<file path="src/rtl/zeroheti_dmem_arbiter.sv">
// zeroheti_dmem_arbiter: one-grant-per-cycle OBI arbiter and window check in front of the single-port DMEM SRAM.
// Define ZEROHETI_DMEM_ARB_FIXED_PRIO_EN for fixed priority (lowest index wins); round-robin otherwise.
module zeroheti_dmem_arbiter #(
    parameter int unsigned NumReq = 2,
    parameter logic [31:0] BaseAddr = 32'h0002_0000,
    parameter int unsigned MemWords = 1024,
    localparam int unsigned AW = $clog2(MemWords)
) (
    input  logic                clk_i,
    input  logic                rst_i,
    input  logic [NumReq-1:0]   req_i,
    input  logic [NumReq-1:0]   we_i,
    input  logic [NumReq*4-1:0] be_i,
    input  logic [NumReq*32-1:0] addr_i,
    input  logic [NumReq*32-1:0] wdata_i,
    output logic [NumReq-1:0]   gnt_o,
    output logic [NumReq-1:0]   rvalid_o,
    output logic [NumReq*32-1:0] rdata_o,
    output logic [NumReq-1:0]   err_o,
    output logic                mem_req_o,
    output logic                mem_we_o,
    output logic [3:0]          mem_be_o,
    output logic [AW-1:0]       mem_addr_o,
    output logic [31:0]         mem_wdata_o,
    input  logic [31:0]         mem_rdata_i
);
    localparam int unsigned IW = NumReq > 1 ? $clog2(NumReq) : 1;
    // 33-bit window top so a window ending at 4 GiB cannot wrap to zero
    localparam logic [32:0] TopAddr = {1'b0, BaseAddr} + (33'(MemWords) << 2);

    logic [IW-1:0] win, rsp_idx_q;
    logic found, hit, rsp_valid_q, rsp_we_q, rsp_err_q;
    logic [31:0] sel_addr;

`ifdef ZEROHETI_DMEM_ARB_FIXED_PRIO_EN
    always_comb begin
        win = '0;
        found = 1'b0;
        for (int k = int'(NumReq) - 1; k >= 0; k--)
            if (req_i[k]) begin
                win = IW'(k);
                found = 1'b1;
            end
    end
`else
    logic [IW-1:0] last_q, cand;

    always_comb begin
        win = '0;
        found = 1'b0;
        cand = '0;
        for (int k = 1; k <= int'(NumReq); k++) begin
            cand = IW'((int'(last_q) + k) % int'(NumReq));
            if (!found && req_i[cand]) begin
                win = cand;
                found = 1'b1;
            end
        end
    end

    always_ff @(posedge clk_i or posedge rst_i)
        if (rst_i) last_q <= IW'(NumReq - 1);
        else if (found) last_q <= win;
`endif

    assign sel_addr = addr_i[32*win +: 32];
    assign hit = {1'b0, sel_addr} >= {1'b0, BaseAddr} && {1'b0, sel_addr} < TopAddr && sel_addr[1:0] == 2'b00;

    assign gnt_o = found ? NumReq'(1) << win : '0;
    assign mem_req_o = found && hit;
    assign mem_we_o = mem_req_o && we_i[win];
    assign mem_be_o = mem_req_o ? be_i[4*win +: 4] : '0;
    assign mem_addr_o = mem_req_o ? AW'((sel_addr - BaseAddr) >> 2) : '0;
    assign mem_wdata_o = mem_req_o ? wdata_i[32*win +: 32] : '0;

    always_ff @(posedge clk_i or posedge rst_i)
        if (rst_i) begin
            rsp_valid_q <= 1'b0;
            rsp_idx_q <= '0;
            rsp_we_q <= 1'b0;
            rsp_err_q <= 1'b0;
        end else begin
            rsp_valid_q <= found;
            rsp_idx_q <= win;
            rsp_we_q <= we_i[win];
            rsp_err_q <= !hit;
        end

    assign rvalid_o = rsp_valid_q ? NumReq'(1) << rsp_idx_q : '0;
    assign err_o = rsp_valid_q && rsp_err_q ? NumReq'(1) << rsp_idx_q : '0;

    for (genvar g = 0; g < NumReq; g++) begin : g_rdata
        assign rdata_o[32*g +: 32] = rsp_valid_q && rsp_idx_q == IW'(g) && !rsp_we_q && !rsp_err_q ? mem_rdata_i : '0;
    end
endmodule

</file>
<file path="config.mk">
export PLATFORM = sky130hd
export DESIGN_NAME = zeroheti_dmem_arbiter
export DESIGN_NICKNAME = d
export VERILOG_FILES = /design/src/rtl/zeroheti_dmem_arbiter.sv
export SDC_FILE = /design/constraint.sdc
export NUM_CORES = 1
export LEC_CHECK = 0
export ABC_AREA = 1
export BUFFER_PORTS_ARGS = -buffer_cell sky130_fd_sc_hd__buf_2
export CORE_AREA = 5 5 110 112
export DETAILED_ROUTE_END_ITERATION = 8
export DIE_AREA = 0 0 115 117
export GPL_TIMING_DRIVEN = 0
export REMOVE_ABC_BUFFERS = 1
export SLEW_MARGIN = 20
export SYNTH_ARGS = -nofsm -noshare
export SYNTH_HDL_FRONTEND = slang
export SYNTH_SLANG_ARGS = --single-unit
</file>
<file path="constraint.sdc">
create_clock -name clk_i -period 3.35 [get_ports clk_i]
set_input_delay 1.005 -clock clk_i [delete_from_list [all_inputs] [get_ports clk_i]]
set_output_delay 1.005 -clock clk_i [all_outputs]
set_load 0.01 [all_outputs]
</file>
Word level (Yosys, flattened, before mapping) --
Cells that the tools add are included.
Word-level totals: flip-flop bits (word level) 5, latch bits 0, bits in writable memories 0, ROM bits 0, input port bits 174, output and inout bits 118, logic and storage cells 54, memories kept 0
Cells by class: add/subtract/negate cells 3, $mul 0, divide/modulo/power cells 0, order comparisons 5, equal/unequal tests 0, shift operators 5, multiplexer cells 18, bitwise gates (word level) 1, reduce and logical (&&, ||, !) cells 17
Operators by type and width (number):
- $shiftx A64 B7 Y32 | 2
- $mux W32 | 3
- $ge A32 B18 Y1 const B | 1
- $lt A32 B18 Y1 const B | 1
- $logic_and A1 B1 Y1 | 12
- $sub A12 B1 Y12 const B | 1
- $mux W1 | 10
- $mux W10 | 1
- $shiftx A8 B4 Y4 | 1
- $lt A1 B2 Y1 const B | 3
- $mux W2 | 3
- $logic_not A1 Y1 | 4
- $mux W4 | 1
- $shl A1 B1 Y2 const A | 2
- $add A1 B1 Y1 const B | 2
- $logic_not A2 Y1 | 1
- $not A1 Y1 | 1

Logic depth before layout (Yosys ltp) --
Gate-level depths: netlist of the first run.
word-level depth 13, mapped depth 11, depth with buffers taken out 9

Worst setup path after synthesis of the first run --
No wires, ideal clock.
path kind in2out, from input port req_i[0], to output port mem_wdata_o[14], arrival 2.006 ns, required time 2.345 ns, path slack 0.339 ns, stages on the path 11, cells stage by stage nand2_1 -> inv_2 -> nor2_4 -> inv_2 -> nor2_1 -> nand2_1 -> nand2_1 -> nand2_1 -> buf_6 -> buf_6 -> nor2_1
Between the ends: cells in the longest elaborated chain, start to end 12, elaborated cells between the ends (all ways) 19, those cells by class order compare: 2; shift: 2; mux: 9; reduce/logical: 6
RTL lines:
- from (decl) | RTL line 11 | input logic [NumReq-1:0] req_i,
- $mux W1 (implied by the code) (2 in series) | RTL line 54 | if (!found && req_i[cand]) begin
- $mux W1 | RTL line 54
- $logic_not A1 Y1 | RTL line 54
- $logic_and A1 B1 Y1 | RTL line 54
- $mux W1 | RTL line 54
- $shiftx A64 B7 Y32 | RTL line 66 | assign sel_addr = addr_i[32*win +: 32];
- $ge A32 B18 Y1 / $lt A32 B18 Y1 (equally long branches) | RTL line 67 | assign hit = {1'b0, sel_addr} >= {1'b0, BaseAddr} && {1'b0, sel_addr} < TopAddr && sel_addr[1:0] == 2'b00;
- $logic_and A1 B1 Y1 (2 in series) | RTL line 67
- $logic_and A1 B1 Y1 | RTL line 70 | assign mem_req_o = found && hit;
- $mux W32 (*) | RTL line 74 | assign mem_wdata_o = mem_req_o ? wdata_i[32*win +: 32] : '0;
- to (decl) | RTL line 24 | output logic [31:0] mem_wdata_o,
Mark *: on every way between the ends. The rest lies on a longest branch, timed or not. The select of a mux whose other input is x is not followed.

Worst setup path after layout of the first run --
from input port req_i[1], to output port mem_wdata_o[2]
Same word-level chain as after synthesis.

==> results of run 1 <==
==> path summary, 6_finish.rpt <==
check | start | end | slack [ps]
worst max-delay path | req_i[1] | mem_wdata_o[2] | 60
worst min-delay path | last_q$_DFFE_PP1N_ | last_q$_DFFE_PP1N_ | 530
worst max register to register | last_q$_DFFE_PP1N_ | rsp_we_q$_DFF_PP0_ | 1760
worst min register to register | last_q$_DFFE_PP1N_ | last_q$_DFFE_PP1N_ | 530
max in group asynchronous | rst_i | last_q$_DFFE_PP1N_ | 2450
min in group asynchronous | rst_i | rsp_idx_q$_DFF_PP0_ | 660
==> metal layers <==
layer / vias to the layer above / routed length, um / global-route usage, %
met1: 1419 / 4070 / 14.9
li1: 1814 / - / -
met4: 0 / 68 / 1.25
met2: 184 / 6310 / 31.2
met5: - / 0 / 0
met3: 4 / 1140 / 3.55
==> state kept, by name, summed over array words and instances, names as in the netlist <==
name	cells
last_q	1
rsp_err_q	1
rsp_idx_q	1
rsp_valid_q	1
rsp_we_q	1
==> cells by family after synthesis <==
logic type / after synthesis
buf+inv: 137
flops: 5
simple gates: 307
compound gates: 1
==> synth_stat cells, drive strengths merged <==
cell type / instances
nand2: 162
nor2: 138
inv: 116
buf: 12
clkbuf: 9
dfrtp: 4
nand3: 4
and2: 1
dfstp: 1
nor3: 1
o21ai: 1
or2: 1
==> stage by stage <==
stage	setup slack, ps	TNS [ps]
after floorplan	-1270	-59610
final	61.5	0
after detailed placement	-1910	-78660
after global placement	-2900	-122580
after CTS	7.19	0
after global routing	-25.3	-71.0
==> area by class of cell <==
cell class / instances / area [um^2] / area share, %
timing repair buffer: 304 / 1690 / 43.1
sequential: 5 / 126 / 3.23
tap: 143 / 179 / 4.57
multi-input combinational: 312 / 1380 / 35.1
clock buffer: 3 / 75.1 / 1.92
inverter: 116 / 453 / 11.6
clock inverter: 1 / 5.00 / 0.128
timing repair inverter: 2 / 15.0 / 0.383
==> critical path: stages <==
cell	delay (ps)
buf_4	130
inv_6	90
nor2_4	70
buf_12	130
nor2_2	100
nand2_2	70
nand2_4	100
nand2_8	100
buf_16	190
nor2_4	140
buf_6	120
==> placed cells by master (no fill, tap or decap), types with 3 or more instances in the layout <==
cell / netlist / layout
nor2_4: 1 / 9
dfrtp_1: 4 / 4
buf_6: 3 / 7
nand2_1: 162 / 157
buf_16: 0 / 3
clkbuf_16: 0 / 4
nor2_2: 17 / 25
nor2_1: 120 / 107
inv_1: 113 / 113
buf_4: 0 / 8
buf_2: 7 / 284
==> report_power, final <==
part,internal (mW),total [mW],switching [mW]
Combinational,0.140,0.317,0.176
Clock,0.156,0.195,0.0394
Sequential,0.0669,0.0703,0.00342
Total,0.363,0.582,0.219
==> timing repair <==
item | CTS | global route
pin swaps | 7 | 3
endpoints found under the setup margin | 49 | 47
resized for setup | 28 | 25
setup buffers | 8 | 1
cloned | 7 | 2
==> flow_summary.ini, run 1 <==
[grt]
grt_max_degree = 33
grt_overflow = 0
antenna_found_initial = 0
grt_pass1_wl_mm = 15.6
grt_pass1_vias = 3147
grt_use_total_pct = 14.8

[drt]
firstDrtPassIters = 4
via_count = 3421
routed_wirelength_mm = 11.6
post_drt_wl_per_cell_um = 13.1
drc_errors = 0
drtAntennaViolNets = 0
viasPerCell = 3.86
first_iter_violations = 108

[placed_design]
dp_hpwl_mm = 8.55
placed_cell_area_um2 = 3450
gp_congestion = 0.758
port-buffer-count = 291
placedCellCount = 864

[timing]
tightest_slew_ps = 662
max_freq_mhz = 304
finClkSkew_ps = 2.55
rsz0062_at_grt = true
fin_crit_ps = 3290
slew_violations = 0
hold_ws_ps = 530
relSlewSlack_pct = 55.8
finalSetupViolCount = 0
fin_crit_sh_pct = 98.2
hold_violations = 0

[die]
ios = 292
rows = 39
die_w_um = 115
initial_core_util_pct = 17.0
core_area_um2 = 11100
die_h_um = 117
dieArea_um2 = 13500

[clock_network]
cts_max_level = 1
cts_root_buf = clkbuf_16
cts_hold_buf = 0
clock_latency_ps = 230
cts_buffer_depth = 2
path_clk_slew_ps = 30
numCtsBuffers = 3
clock-sinks = 5
tritoncts = built

[setup_path]
crit_fanout = 7
cp.arrival_ps = 2280
end_kind = output port
ff2ff_path_depth = 8
critPathKind = input port to output port
required_ps = 2340
startpoint_type = input port

[final_layout]
nFillCells = 1278
syn2layout_area_growth_pct = 107
fin_util_pct = 35.2
layout.cells.non_filler = 886
insertedDiodeCount = 0
drive_gt1_share_pct = 48.0
fin_nets = 918
final_area_um2 = 3920

[synth]
synth_mux_area_share_pct = 0
yosys_register_bits = 5
avgSynthCellArea_um2 = 4.20
syn_area_um2 = 1890
synth_compound_area_share_pct = 0.265
synthXorXnorAreaFrac_pct = 0
yosys-top-cells-area = nand2_1 32%, nor2_1 24%, inv_1 22%
synth-simple-area-share_pct = 64.2
synth_top_area_share_pct = 32.2
synth_cells = 450
seq_area_frac_synth_pct = 6.68
synthAdderAreaFrac_pct = 0
synth_top_cell_by_area = nand2_1
synth_top_family_by_area = simple AND/OR/NAND/NOR gates
ys_warn_count = 0
synth_cell_type_count = 17

[run_status]
outcome = finished clean

[power]
p_leak_nw = 2.90
total_power_mw = 0.582
p_per_area_nw_per_um2 = 149
peakVddDrop_mv = 0.178

[run]
max-cap-violations = 0

[min_path]
whs_path_depth = 2
hp-class = flop to flop
Note: power is estimated with default switching activity, not from simulation.
==> run 2: changes to the inputs <==
- CORE_AREA: 5 5 110 112 -> 5 5 111 113
- CTS_BUF_LIST: default -> sky130_fd_sc_hd__clkbuf_8
- DIE_AREA: 0 0 115 117 -> 0 0 116 118
==> run 2 against run 1 <==
  * Total power is 13% lower
  * Utilization is 0.19 points lower
  * Count of clock-buffer cells in the layout stayed put
  * Clock power is 44% lower
  * Via count is 1.6% higher
  * Combinational power is 3% higher
  * Die area is 1.7% higher
  * Sequential share of layout area hardly changed
  * Final cell count is 0.56% higher
  * Critical endpoint is now mem_addr_o[0]
  * Register-to-register slack hardly changed
  * Wire length is 1.3% higher
==> flow_summary.ini, run 2 (same netlist as run 1, synthesis figures left out) <==
[timing]
finalSetupViolCount = 0
slew_violations = 0
fin_crit_ps = 3300
fin_crit_sh_pct = 98.6
finClkSkew_ps = 1.89
hold_violations = 0
tightest_slew_ps = 609
fin_ws_ps = 48.1
max_freq_mhz = 303
relSlewSlack_pct = 59.4

[clock_network]
cts_buffer_depth = 2
clock_latency_ps = 220
path_clk_slew_ps = 40
tritoncts = built
numCtsBuffers = 3
clock-sinks = 5
cts_hold_buf = 0
cts_root_buf = clkbuf_8
cts_max_level = 1

[die]
die_h_um = 118
rows = 39
ios = 292
core_area_um2 = 11200
dieArea_um2 = 13700
initial_core_util_pct = 16.8
die_w_um = 116

[placed_design]
gp_congestion = 0.805
dp_hpwl_mm = 8.55
dp_slack_ps = -998
port-buffer-count = 291

[drt]
first_iter_violations = 97
post_drt_wl_per_cell_um = 13.2
routed_wirelength_mm = 11.7
drc_errors = 0
via_count = 3475
drtAntennaViolNets = 0
firstDrtPassIters = 4
viasPerCell = 3.90

[final_layout]
insertedDiodeCount = 0
layout_commonest_cell = buf_2
drive_gt1_share_pct = 48.4
fin_nets = 923
register_area_um2 = 126
mostFrequentLayoutCells = 291 x buf_2, 156 x nand2_1, 113 x inv_1, 108 x nor2_1, 28 x nor2_2
syn2layout_area_growth_pct = 108
nFillCells = 1309
multi_input_area_um2 = 1470

[setup_path]
startpoint_type = input port
critical_path.cell_chain = buf_2 > nand2_2 > inv_2 > nor2_4 > buf_12 > nor2_2 > nand2_2 > buf_12 > nand2_8 > nand2_8 > nor2_1 > buf_2
cp.arrival_ps = 2300
r2r_start = last_q$_DFFE_PP1N_
required_ps = 2340
crit_family = simple AND/OR/NAND/NOR gates
critPathKind = input port to output port
r2r-end = rsp_we_q$_DFF_PP0_
path_buf_inv = 5
slowest_delay_ps = 220
ff2ff_path_depth = 8
regToRegSetupSlack_ps = 1760
slowest_stage = nor2_4
end_kind = output port
crit_fanout = 6

[grt]
grt_pass1_wl_mm = 16.8
grt_overflow = 0
grt_use_total_pct = 15.6
antenna_found_initial = 2
grt_pass1_vias = 3393
grt_max_degree = 35

[min_path]
hp-class = flop to flop
worstHoldStart = last_q$_DFFE_PP1N_
whs_path_depth = 2
whs_endpoint = last_q$_DFFE_PP1N_

[run_status]
outcome = finished clean

[power]
peakVddDrop_mv = 0.0716
total_power_mw = 0.505
p_per_area_nw_per_um2 = 129
p_leak_nw = 2.91

[run]
max-cap-violations = 0
[run 2: cell types whose count changed in the layout (fill, tap and decap cells not counted), moves of 2 or more]
cell       delta
nor2_4        -7
buf_2         +7
buf_6         -7
nand2_8       +8
buf_16        -2
clkbuf_8      +3
inv_2         +2
nor2_2        +3
clkbuf_16     -3
inv_6         -2
buf_12        +3
[run 2: cell type report]
cell class,count,share of cell area (%)
well taps,143,4.55
inverters,116,11.4
clock buffers,3,1.05
multi-input cells,316,37.4
repair buffers,305,42.0
clock inverters,1,0.0955
repair inverters,2,0.318
flip-flops and latches,5,3.22
[run 2: timing repair]
action | in CTS | in global routing
resized for setup | 24 | 14
gates cloned | 10 | 1
endpoints found under the setup margin | 48 | 48
pin swaps | 8 | 5
setup buffers | 10 | 2
[run 2: worst min-delay path, stage by stage (launching register included)]
cell and delay, ps:
dfstp_2 370, nor2_1 90, nor2_1 50
[run 2: worst max-delay path by stage]
stage	from	to	slack, ps	cells past startpoint
after floorplan	req_i[0]	mem_addr_o[0]	-1270	9
after global placement	req_i[0]	mem_be_o[3]	-2730	11
after detailed placement	req_i[0]	mem_addr_o[0]	-1000	11
after CTS	req_i[0]	mem_addr_o[0]	5	12
after global routing	req_i[0]	mem_addr_o[1]	-50	12
final	req_i[0]	mem_addr_o[0]	50	12
[run 2: stage by stage]
stage	TNS (ps)	hold WS, ps	instances	instance area, um^2	utilization, %
2_1_floorplan	-59610	485	429	1780	-
3_3_place_gp	-130220	499	863	3420	30.4
3_5_place_dp	-46640	504	864	3450	30.8
4_1_cts	0	509	888	3850	34.3
5_1_grt	-681	546	891	3930	35.0
6_report	0	515	891	3930	35.0
[run 2: routing by layer]
layer | vias up | track usage [%] | part of all wire, %
li1 | 1832 | - | -
met5 | - | 0 | 0.11
met1 | 1453 | 16.0 | 36
met3 | 9 | 4.73 | 11
met2 | 179 | 31.4 | 52
met4 | 2 | 1.31 | 0.45
[run 2: power breakdown]
part / internal [mW] / switching (mW) / leakage [nW] / total (mW)
sequential: 0.0668 / 0.00267 / 0.0533 / 0.0695
clock: 0.0787 / 0.0310 / 0.0269 / 0.110
combinational: 0.155 / 0.171 / 2.83 / 0.326
==> run 3: changes to the inputs <==
- ABC_AREA: 1 -> default
- CORE_AREA: 5 5 111 113 -> 5 5 109 111
- DIE_AREA: 0 0 116 118 -> 0 0 114 116
==> run 3 against run 2 <==
  * The run now ends with negative setup slack left
  * Utilization up 2.2 points
  * Synthesized cell count decreased by 52%
  * Count of clock-buffer cells in the layout is the same
  * Clock skew decreased by 1.8 ps
  * Total power shrank 2.2%
  * Sequential cell count did not move
  * Via count decreased by 20%
  * First-iteration DRC count decreased by 48%
  * Area after synthesis decreased by 16%
  * Setup slack worse by 150 ps
==> flow_summary.ini, run 3 <==
[synth]
avgSynthCellArea_um2 = 7.29
synth-async-reset-ratio_pct = 100
synth_most_common_cell = and2_1
seq_area_frac_synth_pct = 7.98
ys.flop_type = dfrtp_1
synth_cell_type_count = 26
synth_top_area_share_pct = 29.1
yosys-top-cells-area = mux2i_1 29%, and2_1 26%, nor3_1 11%
yosys_register_bits = 5
synth_top_cell_by_area = mux2i_1
syn_area_um2 = 1580
synth_cells = 217
ys_warn_count = 0
synth_commonest_cells = 66 x and2_1, 46 x mux2i_1, 36 x nor3_1
synth-edff-count = 0

[timing]
fin_ws_ps = -98.8
max_freq_mhz = 290
rsz0062_at_grt = true
hold_ws_ps = 551
finClkSkew_ps = 0.0823
finalSetupViolCount = 43
slew_violations = 0
tightest_slew_ps = 729
fin_crit_sh_pct = 103
fin_crit_ps = 3450
relSlewSlack_pct = 51.2
hold_violations = 0

[clock_network]
numCtsBuffers = 3
clock_latency_ps = 220
path_clk_slew_ps = 30
clock-sinks = 5
cts_max_level = 1
tritoncts = built
cts_hold_buf = 0
cts_buffer_depth = 2
cts_root_buf = clkbuf_8

[die]
initial_core_util_pct = 14.8
core_area_um2 = 10700
die_h_um = 116
die_w_um = 114
rows = 38
ios = 292
dieArea_um2 = 13200

[drt]
viasPerCell = 4.21
routed_wirelength_mm = 11.0
drtAntennaViolNets = 0
via_count = 2781
post_drt_wl_per_cell_um = 16.6
firstDrtPassIters = 4
drc_errors = 0
first_iter_violations = 50

[grt]
grt_pass1_vias = 2673
grt_use_total_pct = 14.2
grt_pass1_wl_mm = 14.7
grt_overflow = 0
grt_max_degree = 32
antenna_found_initial = 0

[power]
total_power_mw = 0.494
peakVddDrop_mv = 0.0840
p_per_area_nw_per_um2 = 124
p_leak_nw = 2.21

[setup_path]
r2r_start = last_q$_DFFE_PP1N_
critical_path.cell_chain = buf_8 > a21boi_4 > buf_16 > nand3b_1 > o22a_4 > buf_12 > nor3_4 > buf_2
crit_fanout = 6
required_ps = 2340
cp.arrival_ps = 2440
startpoint_type = input port
slowest_delay_ps = 350
critPathKind = input port to output port
r2r-end = rsp_err_q$_DFF_PP0_
ff2ff_path_depth = 5
end_kind = output port
regToRegSetupSlack_ps = 1710
slowest_stage = o22a_4

[final_layout]
layout.cells.non_filler = 661
layout_commonest_cell = buf_2
drive_gt1_share_pct = 73.5
mostFrequentLayoutCells = 285 x buf_2, 66 x and2_1, 42 x mux2i_1, 31 x nor3_2, 18 x buf_4
syn2layout_area_growth_pct = 152
insertedDiodeCount = 0
fin_nets = 696

[run]
max-cap-violations = 0

[placed_design]
port-buffer-count = 291
gp_congestion = 0.815
dp_hpwl_mm = 8.45
placedCellCount = 634

[min_path]
whs_endpoint = last_q$_DFFE_PP1N_
whs_path_depth = 2
hp-class = flop to flop
worstHoldStart = last_q$_DFFE_PP1N_

[run_status]
violations = negative setup slack
outcome = complete, but fails checks
==> run 3: cell count changes after synthesis, sizes merged, moves of 3 or more <==
cell,before,now
clkbuf,9,14
mux2i,0,46
nand2,162,1
nor2,138,7
nor3,1,46
buf,12,7
and2,1,66
inv,116,2
nand3,4,1
nor4,0,8
==> run 3: cells by family (layout without fill, tap and decap cells) <==
family | Yosys count | in the layout | share of synthesized area (%)
AND/OR/NAND/NOR | 138 | 138 | 53.3
multiplexers | 47 | 47 | 29.8
flip-flops | 5 | 5 | 7.98
buffers and inverters | 23 | 327 | 6.88
AO/OA/AOI/OAI | 4 | 4 | 2.06
==> run 3: power breakdown <==
part	total, mW	internal, mW	switching [mW]
registers	0.0716	0.0668	0.00477
logic	0.317	0.177	0.140
clock network	0.106	0.0784	0.0276
==> run 3: worst max-delay path: cells and delay by family <==
kind / cells / cell delay [ps]
buffers and inverters: 4 / 560
AO/OA/AOI/OAI: 2 / 490
AND/OR/NAND/NOR: 2 / 370
==> run 3: worst max-delay path by stage <==
stage / startpoint / slack [ps] / endpoint
floorplan: req_i[1] / -2090 / mem_addr_o[0]
global placement: req_i[0] / -3540 / mem_addr_o[5]
detailed placement: req_i[1] / -870 / mem_addr_o[5]
CTS: req_i[1] / -100 / mem_wdata_o[9]
global route: req_i[1] / -160 / mem_be_o[1]
finish: req_i[1] / -100 / mem_be_o[1]
==> run 3: through the flow <==
| stage | setup slack (ps) | area (um^2) | setup TNS [ps] | util (%) |
|---|---|---|---|---|
| finish | -98.8 | 3980 | -2260 | 37.2 |
| global route | -162 | 3980 | -5270 | 37.2 |
| CTS | -98.5 | 3640 | -2750 | 34.0 |
| detailed placement | -875 | 3280 | -31290 | 30.6 |
| global placement | -3540 | 3110 | -206150 | 29.1 |
| floorplan | -2090 | 1480 | -101360 | - |
==> run 3: what timing repair did <==
| action | in CTS | in global routing |
|---|---|---|
| cloned | 5 | 2 |
| setup endpoints to repair | 48 | 48 |
| pin swaps | 7 | 4 |
| setup buffers | 6 | 12 |
| resized for setup | 40 | 36 |
==> run 3: per-layer routing <==
metal / global-route usage [%] / part of all wire [%]
met3: 4.60 / 12
met4: 1.27 / 0.71
met2: 26.7 / 51
met1: 16.2 / 36
met5: 0 / 0
==> run 3: final cells by class <==
class / count / area [um^2]
Inverter: 2 / 7.51
Multi-Input combinational cell: 189 / 1700
Tap cell: 140 / 175
Timing Repair Buffer: 321 / 1930
Clock inverter: 1 / 3.75
Clock buffer: 3 / 41.3
Fill cell: 1156 / 6720
Sequential cell: 5 / 126
